### config.mk
export PLATFORM = sky130hd
export DESIGN_NAME = dma_rd_tag_sched_flat
export DESIGN_NICKNAME = d
export VERILOG_FILES = /design/src/rtl/dma_rd_tag_sched_if.sv /design/src/rtl/dma_rd_tag_sched.sv /design/src/flat_wrapper.sv
export SDC_FILE = /design/constraint.sdc
export NUM_CORES = 1
export LEC_CHECK = 0
export BUFFER_PORTS_ARGS = -buffer_cell sky130_fd_sc_hd__buf_2
export CAP_MARGIN = 30
export CORE_ASPECT_RATIO = 1.4
export CORE_MARGIN = 2
export CORE_UTILIZATION = 40
export CTS_BUF_LIST = sky130_fd_sc_hd__clkbuf_8
export CTS_CLUSTER_DIAMETER = 200
export DETAILED_ROUTE_END_ITERATION = 16
export PLACE_DENSITY = 0.66
export SLEW_MARGIN = 10
export SYNTH_ARGS = -nofsm -noshare
export SYNTH_HDL_FRONTEND = slang
export SYNTH_SLANG_ARGS = --single-unit
### constraint.sdc
create_clock -name dma_clk -period 8.3 [get_ports dma_clk]
set_input_delay 1.66 -clock dma_clk [delete_from_list [all_inputs] [get_ports dma_clk]]
set_output_delay 1.66 -clock dma_clk [all_outputs]
set_load 0.03 [all_outputs]
### src/rtl/dma_rd_tag_sched_if.sv
// Handshake bundle for dma_rd_tag_sched: tag allocation, reorder-buffer fetch and in-order output.
// master = scheduler side, slave = request generator / reorder buffer / consumer side.
interface dma_rd_tag_sched_if #(
  parameter int TAG_NUM_LOG = 6,
  parameter int DMA_DATA_W  = 256
) ();
  logic                   alloc_req;
  logic                   alloc_gnt;
  logic [TAG_NUM_LOG-1:0] alloc_tag;

  logic                   fetch_ren;
  logic [TAG_NUM_LOG-1:0] fetch_tag;
  logic                   fetch_last;
  logic [DMA_DATA_W-1:0]  fetch_data;
  logic                   fetch_vld;

  logic                   out_vld;
  logic                   out_last;
  logic [TAG_NUM_LOG-1:0] out_tag;
  logic [DMA_DATA_W-1:0]  out_data;
  logic                   out_rdy;

  modport master (
    input  alloc_req,
    output alloc_gnt, alloc_tag,
    output fetch_ren, fetch_tag,
    input  fetch_last, fetch_data, fetch_vld,
    output out_vld, out_last, out_tag, out_data,
    input  out_rdy
  );

  modport slave (
    output alloc_req,
    input  alloc_gnt, alloc_tag,
    input  fetch_ren, fetch_tag,
    output fetch_last, fetch_data, fetch_vld,
    input  out_vld, out_last, out_tag, out_data,
    output out_rdy
  );
endinterface

### src/rtl/dma_rd_tag_sched.sv
// DMA read tag scheduler: ring-order tag allocation, in-order reorder-buffer drain, 4-entry output FIFO.
// Optional statistics counters are built when DMA_RD_TAG_SCHED_STAT_EN is defined.
module dma_rd_tag_sched #(
  parameter int TAG_NUM_LOG = 6,
  parameter int DMA_DATA_W  = 256
) (
  input  logic                   dma_clk,
  input  logic                   rst_n,
  dma_rd_tag_sched_if.master     bus,
  output logic [TAG_NUM_LOG:0]   outstanding,
  output logic                   idle,
  output logic                   err_unexp
`ifdef DMA_RD_TAG_SCHED_STAT_EN
  ,
  input  logic                   stat_clr,
  output logic [31:0]            stat_alloc_cnt,
  output logic [31:0]            stat_stall_cnt
`endif
);
  localparam int ENTRY_W = 1 + TAG_NUM_LOG + DMA_DATA_W;
  localparam logic [TAG_NUM_LOG:0] TAG_NUM_CNT = {1'b1, {TAG_NUM_LOG{1'b0}}};

  typedef enum logic [1:0] {ST_IDLE, ST_DRAIN, ST_RELEASE} state_t;

  state_t                 state, state_nxt;
  logic [TAG_NUM_LOG-1:0] alloc_ptr, head_ptr;
  logic [TAG_NUM_LOG:0]   outstanding_nxt;
  logic                   grant, release_tag, fetch_ren_q;

  logic [ENTRY_W-1:0]     fifo_mem [4];
  logic [1:0]             fifo_wr, fifo_rd;
  logic [2:0]             fifo_cnt, fifo_cnt_nxt;
  logic                   push, pop;
  logic [3:0]             credit_use;
  logic                   head_last;
  logic [TAG_NUM_LOG-1:0] head_tag;
  logic [DMA_DATA_W-1:0]  head_data;

  // No bypass: a tag freed this cycle is only grantable once the count register drops.
  assign grant           = bus.alloc_req && (outstanding < TAG_NUM_CNT);
  assign release_tag     = (state == ST_RELEASE);
  assign outstanding_nxt = outstanding + {{TAG_NUM_LOG{1'b0}}, grant}
                                       - {{TAG_NUM_LOG{1'b0}}, release_tag};

  assign bus.alloc_gnt = grant;
  assign bus.alloc_tag = alloc_ptr;
  assign bus.fetch_tag = head_ptr;

  assign pop          = bus.out_vld && bus.out_rdy;
  assign push         = bus.fetch_vld && ((fifo_cnt != 3'd4) || pop);
  assign fifo_cnt_nxt = fifo_cnt + {2'b00, push} - {2'b00, pop};
  assign credit_use   = {1'b0, fifo_cnt} + {3'b000, fetch_ren_q};

  // Fetch only while the FIFO can absorb every beat already in flight.
  always_comb begin
    state_nxt     = state;
    bus.fetch_ren = 1'b0;
    unique case (state)
      ST_IDLE: begin
        if (outstanding != '0) state_nxt = ST_DRAIN;
      end
      ST_DRAIN: begin
        if (bus.fetch_vld && bus.fetch_last) state_nxt = ST_RELEASE;
        else                                 bus.fetch_ren = (credit_use < 4'd3);
      end
      ST_RELEASE: begin
        state_nxt = (outstanding_nxt != '0) ? ST_DRAIN : ST_IDLE;
      end
      default: state_nxt = ST_IDLE;
    endcase
  end

  always_ff @(posedge dma_clk or negedge rst_n) begin
    if (!rst_n) begin
      state       <= ST_IDLE;
      alloc_ptr   <= '0;
      head_ptr    <= '0;
      outstanding <= '0;
      fetch_ren_q <= 1'b0;
      idle        <= 1'b0;
      err_unexp   <= 1'b0;
    end else begin
      state       <= state_nxt;
      outstanding <= outstanding_nxt;
      fetch_ren_q <= bus.fetch_ren;
      idle        <= (outstanding_nxt == '0) && (fifo_cnt_nxt == 3'd0);
      if (grant)       alloc_ptr <= alloc_ptr + 1'b1;
      if (release_tag) head_ptr  <= head_ptr + 1'b1;
      if (bus.fetch_vld && (state != ST_DRAIN)) err_unexp <= 1'b1;
    end
  end

  always_ff @(posedge dma_clk or negedge rst_n) begin
    if (!rst_n) begin
      fifo_wr  <= '0;
      fifo_rd  <= '0;
      fifo_cnt <= '0;
    end else begin
      fifo_cnt <= fifo_cnt_nxt;
      if (push) fifo_wr <= fifo_wr + 2'd1;
      if (pop)  fifo_rd <= fifo_rd + 2'd1;
    end
  end

  // Storage needs no reset; the head fields are masked whenever the FIFO is empty.
  always_ff @(posedge dma_clk) begin
    if (push) fifo_mem[fifo_wr] <= {bus.fetch_last, head_ptr, bus.fetch_data};
  end

  assign {head_last, head_tag, head_data} = fifo_mem[fifo_rd];
  assign bus.out_vld  = (fifo_cnt != 3'd0);
  assign bus.out_last = bus.out_vld && head_last;
  assign bus.out_tag  = bus.out_vld ? head_tag  : '0;
  assign bus.out_data = bus.out_vld ? head_data : '0;

`ifdef DMA_RD_TAG_SCHED_STAT_EN
  always_ff @(posedge dma_clk or negedge rst_n) begin
    if (!rst_n) begin
      stat_alloc_cnt <= '0;
      stat_stall_cnt <= '0;
    end else if (stat_clr) begin
      stat_alloc_cnt <= '0;
      stat_stall_cnt <= '0;
    end else begin
      if (grant)                         stat_alloc_cnt <= stat_alloc_cnt + 32'd1;
      if (bus.out_vld && !bus.out_rdy)   stat_stall_cnt <= stat_stall_cnt + 32'd1;
    end
  end
`endif
endmodule
### src/flat_wrapper.sv
// flat-port wrapper written by rule: the top's interface ports become plain ports
module dma_rd_tag_sched_flat 
#(
  parameter int TAG_NUM_LOG = 6,
  parameter int DMA_DATA_W  = 256
)
  (dma_clk, rst_n, outstanding, idle, err_unexp, bus_alloc_req, bus_alloc_gnt, bus_alloc_tag, bus_fetch_ren, bus_fetch_tag, bus_fetch_last, bus_fetch_data, bus_fetch_vld, bus_out_vld, bus_out_last, bus_out_tag, bus_out_data, bus_out_rdy);
  dma_rd_tag_sched_if #(.TAG_NUM_LOG(TAG_NUM_LOG), .DMA_DATA_W(DMA_DATA_W)) bus_i ();
  input  logic dma_clk;
  input  logic rst_n;
  output logic [TAG_NUM_LOG:0] outstanding;
  output logic idle;
  output logic err_unexp;
  input wire logic [$bits(bus_i.alloc_req)-1:0] bus_alloc_req;
  output wire logic [$bits(bus_i.alloc_gnt)-1:0] bus_alloc_gnt;
  output wire logic [$bits(bus_i.alloc_tag)-1:0] bus_alloc_tag;
  output wire logic [$bits(bus_i.fetch_ren)-1:0] bus_fetch_ren;
  output wire logic [$bits(bus_i.fetch_tag)-1:0] bus_fetch_tag;
  input wire logic [$bits(bus_i.fetch_last)-1:0] bus_fetch_last;
  input wire logic [$bits(bus_i.fetch_data)-1:0] bus_fetch_data;
  input wire logic [$bits(bus_i.fetch_vld)-1:0] bus_fetch_vld;
  output wire logic [$bits(bus_i.out_vld)-1:0] bus_out_vld;
  output wire logic [$bits(bus_i.out_last)-1:0] bus_out_last;
  output wire logic [$bits(bus_i.out_tag)-1:0] bus_out_tag;
  output wire logic [$bits(bus_i.out_data)-1:0] bus_out_data;
  input wire logic [$bits(bus_i.out_rdy)-1:0] bus_out_rdy;
  assign bus_i.alloc_req = bus_alloc_req;
  assign bus_alloc_gnt = bus_i.alloc_gnt;
  assign bus_alloc_tag = bus_i.alloc_tag;
  assign bus_fetch_ren = bus_i.fetch_ren;
  assign bus_fetch_tag = bus_i.fetch_tag;
  assign bus_i.fetch_last = bus_fetch_last;
  assign bus_i.fetch_data = bus_fetch_data;
  assign bus_i.fetch_vld = bus_fetch_vld;
  assign bus_out_vld = bus_i.out_vld;
  assign bus_out_last = bus_i.out_last;
  assign bus_out_tag = bus_i.out_tag;
  assign bus_out_data = bus_i.out_data;
  assign bus_i.out_rdy = bus_out_rdy;
  dma_rd_tag_sched #(.TAG_NUM_LOG(TAG_NUM_LOG), .DMA_DATA_W(DMA_DATA_W)) u_core (.dma_clk(dma_clk), .rst_n(rst_n), .bus(bus_i), .outstanding(outstanding), .idle(idle), .err_unexp(err_unexp));
endmodule
# Word level (Yosys, flattened, before mapping)
# Memories as Yosys holds them, arrays and structs flattened.
# Cells that the tools add are included.
totals:
  mem_count: 1
  input_bits: 262
  elab_cells: 53
  register_bits: 31
  ram_bits: 1052
mem_list:
  columns: ["memory", "words", "word_bits", "rd", "rd_ports_with_merged_regs", "write_ports", "line", "source"]
  rows:
  - ["u_core.fifo_mem", 4, 263, 1, 0, 1, "dma_rd_tag_sched.sv:30", "logic [ENTRY_W-1:0] fifo_mem [4];"]
op_classes:
  reduce_logical: 15
  addsub: 9
  n_eq_ne: 6
  mux: 10
  magnitude_cmp: 2
op_table:
  columns: ["op", "count"]
  rows:
  - ["$mux 256", 1]
  - ["$reduce_bool 7->1", 2]
  - ["$add 6x1->6 const B", 2]
  - ["$add 7x1->7", 1]
  - ["$logic_and 1x1->1", 7]
  - ["$logic_not 7->1", 1]
  - ["$lt 7x7->1 const B", 1]
  - ["$sub 7x1->7", 1]
  - ["$mux 6", 1]
  - ["$ne 2x1->1 const B", 3]
  - ["$pmux 2 s3", 1]
  - ["$mux 1", 5]
  - ["$add 2x1->2 const B", 2]
  - ["$add 3x1->4", 1]
  - ["$lt 4x2->1 const B", 1]
  - ["$mux 2", 2]
  - ["$add 3x1->3", 1]
  - ["$logic_not 3->1", 1]
  - ["$ne 3x3->1 const B", 1]
  - ["$reduce_bool 3->1", 1]
  - ["$sub 3x1->3", 1]
  - ["$eq 2x1->1 const B", 1]
  - ["$eq 2x2->1 const B", 1]
  - ["$logic_not 2->1", 1]
  - ["other kinds (2)", 2]

# Longest topological paths before layout
# Gate-level depths: netlist (run 1).
logic_depth:
  word_depth: 8
  ltp_mapped: 11

# Least setup slack after synthesis (run 1)
# No wires, ideal clock.
synth_path:
  path_type: "input to register"
  startpoint: "input port bus_fetch_vld"
  endpoint: "memory u_core.fifo_mem[0][0] in the netlist's numbering, enable pin"
  arrival_ps: 7931
  stages: 2
  setup_slack_ps: -288
  setup_ps: 657
  path_cell_list: "o41a_1 > and2_1"
synth_via:
  elab_chain_cells: 3
synth_rtl:
  columns: ["element", "line", "source"]
  rows:
  - ["start, declared", "flat_wrapper.sv:21", "input wire logic [$bits(bus_i.fetch_vld)-1:0] bus_fetch_vld;"]
  - ["$logic_and 1x1->1", "dma_rd_tag_sched.sv:50", "assign push = bus.fetch_vld && ((fifo_cnt != 3'd4) || pop);"]
  - ["$mux 1", "dma_rd_tag_sched.sv:107", "if (push) fifo_mem[fifo_wr] <= {bus.fetch_last, head_ptr, bus.fetch_data};"]
  - ["$mux 1 (implied by the code)", "dma_rd_tag_sched.sv:107", null]
  - ["end, declared", "dma_rd_tag_sched.sv:30", null]
# No other way between the ends.

# Final worst setup path (run 1)
layout_path:
  startpoint: "register u_core.fifo_rd[0]"
  endpoint: "output port bus_out_data[224]"
layout_via:
  elab_chain_cells: 2
layout_rtl:
  columns: ["element", "line", "source"]
  rows:
  - ["start, declared", "dma_rd_tag_sched.sv:31", "logic [1:0] fifo_wr, fifo_rd;"]
  - ["start signal, assigned", "dma_rd_tag_sched.sv:101", "if (pop) fifo_rd <= fifo_rd + 2'd1;"]
  - ["$mem_v2 4x263", null, null]
  - ["$mux 256", "dma_rd_tag_sched.sv:114", "assign bus.out_data = bus.out_vld ? head_data : '0;"]
  - ["end, declared", "flat_wrapper.sv:25", "output wire logic [$bits(bus_i.out_data)-1:0] bus_out_data;"]
# No other way between the ends.

==> results of run 1 <==
-- cells in the mapped netlist, drive strengths merged, types with 2 or more instances --
cell type	number	area [µm²]
a21oi	3	18.8
and2	268	1680
and3	2	12.5
buf	56	654
clkbuf	34	128
dfrtp	31	776
edfxtp	1052	31600
fa	2	40.0
ha	19	238
inv	16	60.1
mux2	2	22.5
mux4	263	5920
nand2	9	33.8
nand2b	6	37.5
nand3	3	15.0
nand4	5	31.3
nor2	4	15.0
nor2b	3	18.8
nor3	5	25.0
nor3b	3	22.5
o21ai	3	15.0
or2	2	12.5
xnor2	10	87.6
xor2	9	78.8
-- how the worst min path moves through the flow --
stage | end | slack, ps | cells past startpoint
CTS | u_core.err_unexp | 470 | 1
floorplan | u_core.state[0] | 450 | 1
global placement | u_core.err_unexp | 450 | 1
detailed placement | u_core.err_unexp | 450 | 1
finish | u_core.err_unexp | 460 | 1
global route | u_core.err_unexp | 490 | 1
-- worst max-delay path: cells and delay by family (launching register included) --
kind / cells / cell delay (ps)
buffers and inverters: 3 / 990
muxes: 1 / 620
DFF: 1 / 550
and+or+nand+nor: 1 / 200
-- layer usage --
layer,vias up,wire (µm),track usage (%)
met5,-,193,0
met4,32,2680,6.91
met3,190,7120,5.93
met2,730,46500,28.4
met1,10400,33900,19.5
li1,8754,-,-
-- where the power goes --
group	switching [µW]	internal, µW	total [µW]
logic	5080	2870	7940
clock network	1980	1990	3980
registers	302	7200	7500
-- area by class of cell --
class | instances | area (µm²)
clock buffers | 170 | 2340
clock inverters | 110 | 599
diodes | 9 | 22.5
well taps | 1349 | 1690
repair buffers | 582 | 3180
multi-input cells | 633 | 8450
inverters | 16 | 60.1
flip-flops and latches | 1083 | 32400
fillers | 8625 | 55000
-- cell families after synthesis --
| family | Yosys count |
|---|---|
| XOR/XNOR | 19 |
| AO/OA/AOI/OAI | 15 |
| adder cells (fa/ha/maj) | 21 |
| buffers and inverters | 106 |
| flip-flops | 1083 |
| AND/OR/NAND/NOR | 313 |
| multiplexers | 265 |
-- per-stage QoR --
stage	std cells	util, %	setup slack [ps]	hold WS [ps]
after CTS	3939	46.8	2600	468
after detailed placement	3659	44.0	3570	453
after global routing	3949	47.0	2780	485
final	3952	47.0	3050	465
after floorplan	1822	-	2670	453
after global placement	3657	44.0	3590	448
-- registers in the layout (all words and copies together) (netlist names), 2 cells and up --
register,count
u_core.fifo_rd,2
u_core.state,2
u_core.fifo_mem,1052
u_core.bus.alloc_tag,6
u_core.fifo_cnt,3
u_core.bus.fetch_tag,6
u_core.outstanding,7
u_core.fifo_wr,2
==> flow_summary.json, run 1 <==
{
  "status": "completed",
  "syn-instance-count": 1822,
  "path_max_fanout": 105,
  "dp_hpwl_um": 55800,
  "ios": 549,
  "grt_remaining_overflow": 0,
  "p_leak_uw": 0.0169,
  "skew_ps": 24.8,
  "setup_tns_ps": 0,
  "synth.mux.area_fraction_pct": 14.3,
  "drive_gt1_share_pct": 40.7,
  "synth_top_family_by_area": "multiplexers",
  "initial_core_util_pct": 40.1,
  "cts_hold_buf": 0,
  "clk-insertion-delay-late_ps": 820,
  "critPathSlowestCell": "mux4_2",
  "grt_pass1_vias": 21800,
  "port-buffer-count": 548,
  "rsz0062_at_grt": "false",
  "core-area_mm2": 0.104,
  "hold_viol_final": 0,
  "slew_headroom_pct": 27.4,
  "cts_buffer_depth": 3,
  "synth-xor-area-share_pct": 0.400,
  "final_area_mm2": 0.0487,
  "power_density_mw_per_mm2": 399,
  "reg2reg_to": "u_core.fifo_mem[3][62]",
  "area_growth_pct": 17.0,
  "ant_nets": 0,
  "via_per_inst": 5.09,
  "synth_compound_area_share_pct": 0.264,
  "grt_max_degree": 106,
  "postCtsSetupBuffers": 0,
  "ir_worst_vdd_mv": 0.275,
  "synth_area_per_cell_um2": 22.9,
  "slowest_delay_ps": 620,
  "grt_pass1_wl_um": 135000,
  "setup-violations-final": 0,
  "syn_nets": 2105,
  "fmax_mhz": 190,
  "grt_use_total_pct": 16.8,
  "period_share_pct": 63.3,
  "crit_chain": "buf_16 -> buf_12 -> mux4_2 -> and2_1 -> buf_2",
  "dpl-instance-area_mm2": 0.0456,
  "synth_fa_ha_area_share_pct": 0.667,
  "synth_area_mm2": 0.0416,
  "die_w_um": 277,
  "cts_buffers": 164,
  "power_uw": 19400,
  "drc": 0,
  "first_pass_iters": 5,
  "drt-initial-drc-count": 1220,
  "tightest_slew_ps": 1090,
  "r2r_slack_ps": 4970,
  "dieArea_mm2": 0.107,
  "reg2reg_depth": 5,
  "r2r_start": "u_core.fifo_cnt[2]",
  "setup.worst_path.start": "u_core.fifo_rd[0]",
  "place_congestion": 0.775,
  "synthSimpleGateAreaFrac_pct": 4.63,
  "cp.arrival_ps": 3590,
  "critPathKind": "register to primary output",
  "required_ps": 6640,
  "synth_edf_count": 1052,
  "ys.flop_type": "edfxtp_1",
  "mostFrequentLayoutCell": "edfxtp_1",
  "cts_tree": "done",
  "endpoint": "bus_out_data[224]",
  "ys_types": 40,
  "maxSlewViolCount": 0,
  "endpoint_kind": "primary output",
  "cts.sinks": 1083,
  "yosysWarnings": 0,
  "antenna_found_initial": 25,
  "root_buffer": "clkbuf_8",
  "startpoint_type": "register",
  "cts.repair.resized": 0,
  "maxCapViolCount": 0,
  "wl_per_cell_um": 22.9,
  "final_net_count": 2763,
  "async_flop_share_pct": 2.86,
  "drt_wl_total_um": 90400,
  "clk_pin_slew_ps": 60,
  "yosysSeqAreaShare_pct": 77.7,
  "final_cell_mix": "edfxtp_1 (1,052), buf_2 (548), and2_1 (264)",
  "min_period_ps": 5250,
  "die_h_um": 386,
  "hp-start": "u_core.err_unexp",
  "vias": 20100,
  "ys_ff_latch": 1083,
  "ctsHtreeMaxLevel": 4,
  "holdCritPathClass": "register to register",
  "fp-row-count": 140
}
Power figures use the tool's default switching activity.
==> run 2, diff against run 1 <==
==> constraint.sdc (replaced) <==
create_clock -name dma_clk -period 5.4 [get_ports dma_clk]
set_input_delay 1.08 -clock dma_clk [delete_from_list [all_inputs] [get_ports dma_clk]]
set_output_delay 1.08 -clock dma_clk [all_outputs]
set_load 0.03 [all_outputs]
==> flow_summary.json, run 2 (same netlist as run 1, synthesis figures left out) <==
{
  "min_period_ps": 4360,
  "largest_reg_flops": 1052,
  "fmax_mhz": 229,
  "r2r_slack_ps": 2230,
  "dp_hpwl_um": 59900,
  "drt_wl_total_um": 93900,
  "cp.arrival_ps": 3280,
  "first_pass_iters": 7,
  "final_cell_mix": "edfxtp_1 (1,052), buf_2 (548), and2_1 (264)",
  "swShare_pct": 38.2,
  "clk_pin_slew_ps": 60,
  "grt_use_total_pct": 17.4,
  "dpl-instance-area_mm2": 0.0461,
  "place_congestion": 0.807,
  "grt_pass1_vias": 22300,
  "seqPwrFrac_pct": 38.6,
  "slew_headroom_pct": 37.7,
  "fin_ws_ps": 1040,
  "reg2reg_to": "u_core.idle",
  "cts_buffers": 160,
  "r2r_start": "u_core.fifo_cnt[1]",
  "via_per_inst": 5.11,
  "power_density_mw_per_mm2": 613,
  "tightest_slew_ps": 934,
  "p_leak_uw": 0.0171,
  "path_max_fanout": 58,
  "grt_max_degree": 97,
  "fp-row-count": 140,
  "antenna_found_initial": 33,
  "die_w_um": 277,
  "root_buffer": "clkbuf_8",
  "cts.sinks": 1083,
  "drt-initial-drc-count": 1219,
  "ir_worst_vdd_mv": 0.381,
  "reg.largest.list": "u_core.fifo_mem (1052), u_core.outstanding (7)",
  "final_area_mm2": 0.0490,
  "clk-insertion-delay-late_ps": 830,
  "largest_register": "u_core.fifo_mem",
  "skew_ps": 29.4,
  "endpoint_kind": "primary output",
  "mostFrequentLayoutCell": "edfxtp_1",
  "initial_core_util_pct": 40.1,
  "drc": 0,
  "reg2reg_depth": 10,
  "area_growth_pct": 17.7,
  "status": "completed",
  "critPathKind": "register to primary output",
  "die_h_um": 386,
  "cts.repair.resized": 0,
  "hold_viol_final": 0,
  "holdCritPathClass": "input port to async pin",
  "setup-violations-final": 0,
  "vias": 20400,
  "setup_tns_ps": 0,
  "drive_gt1_share_pct": 41.3,
  "p_sw_uw": 11500,
  "ctsHtreeMaxLevel": 4,
  "cts_hold_buf": 0,
  "maxSlewViolCount": 0,
  "p_clk_share_pct": 20.1,
  "rsz0062_at_grt": "false",
  "core-area_mm2": 0.104,
  "grt_remaining_overflow": 0,
  "grt_pass1_wl_um": 139000,
  "final_net_count": 2788,
  "port-buffer-count": 548,
  "cts_buffer_depth": 3,
  "startpoint_type": "register",
  "p_int_uw": 18600,
  "dieArea_mm2": 0.107,
  "dp_slack_ps": 1770,
  "ant_nets": 0,
  "combPwrFrac_pct": 41.2,
  "required_ps": 4320,
  "postCtsSetupBuffers": 0,
  "cts_tree": "done",
  "wl_per_cell_um": 23.5,
  "maxCapViolCount": 0,
  "ios": 549,
  "period_share_pct": 80.8
}
[run 2: cell count changes in the layout (fill, tap and decap cells not counted), sizes merged]
cell / before / now
buf: 582 / 611
clkbuf: 170 / 160
clkinv: 43 / 49
clkinvlp: 6 / 5
diode: 9 / 14
inv: 74 / 80
[run 2: power groups by stage]
stage                     Clock, µW  Sequential, µW  Combinational (µW)
after global placement            0           11700               12400
after global routing           6560           11700               13200
after detailed placement          0           11800               12600
after floorplan                   0           11800                8920
final                          6040           11600               12400
after CTS                      6240           11600               12600
[run 2: stage by stage]
stage,power [µW],cells,utilization [%],hold WS [ps]
after floorplan,20700,1822,-,453
after global placement,24100,3689,44.4,443
after detailed placement,24400,3691,44.4,447
after CTS,30500,3972,47.2,220
after global routing,31500,3984,47.3,301
final,30000,3987,47.3,308
[run 2: worst max path at each step]
stage / slack, ps / startpoint / endpoint
after floorplan: 350 / bus_fetch_vld / u_core.fifo_mem[0][0]
after global placement: 1800 / u_core.fifo_rd[0] / bus_out_data[89]
after CTS: 810 / u_core.fifo_cnt[1] / bus_out_data[249]
final: 1040 / u_core.fifo_rd[0] / bus_out_data[119]
after global routing: 760 / u_core.fifo_cnt[1] / bus_out_data[106]
after detailed placement: 1770 / u_core.fifo_cnt[1] / bus_out_data[249]
[run 2: layout make-up]
| type | instances | area [µm²] |
|---|---|---|
| Clock buffer | 160 | 2200 |
| Inverter | 16 | 60.1 |
| Clock inverter | 121 | 688 |
| Antenna cell | 14 | 35.0 |
| Tap cell | 1349 | 1690 |
| Sequential cell | 1083 | 32400 |
| Timing Repair Buffer | 611 | 3520 |
| Fill cell | 8680 | 54700 |
| Multi-Input combinational cell | 633 | 8450 |
[run 2: per-layer routing]
layer | track usage [%] | vias up | share of wire (%) | wire length (µm)
li1 | - | 8824 | - | -
met1 | 19.9 | 10600 | 37 | 34600
met2 | 29.7 | 756 | 52 | 48400
met3 | 6.20 | 187 | 8.3 | 7780
met4 | 7.81 | 36 | 3.0 | 2800
met5 | 0 | - | 0.25 | 232
[run 2: worst max-delay path, stage by stage, from the launching register on]
cell and delay (ps):
dfrtp_4 820, buf_12 420, mux4_2 570, and2_1 210
buf_2 190
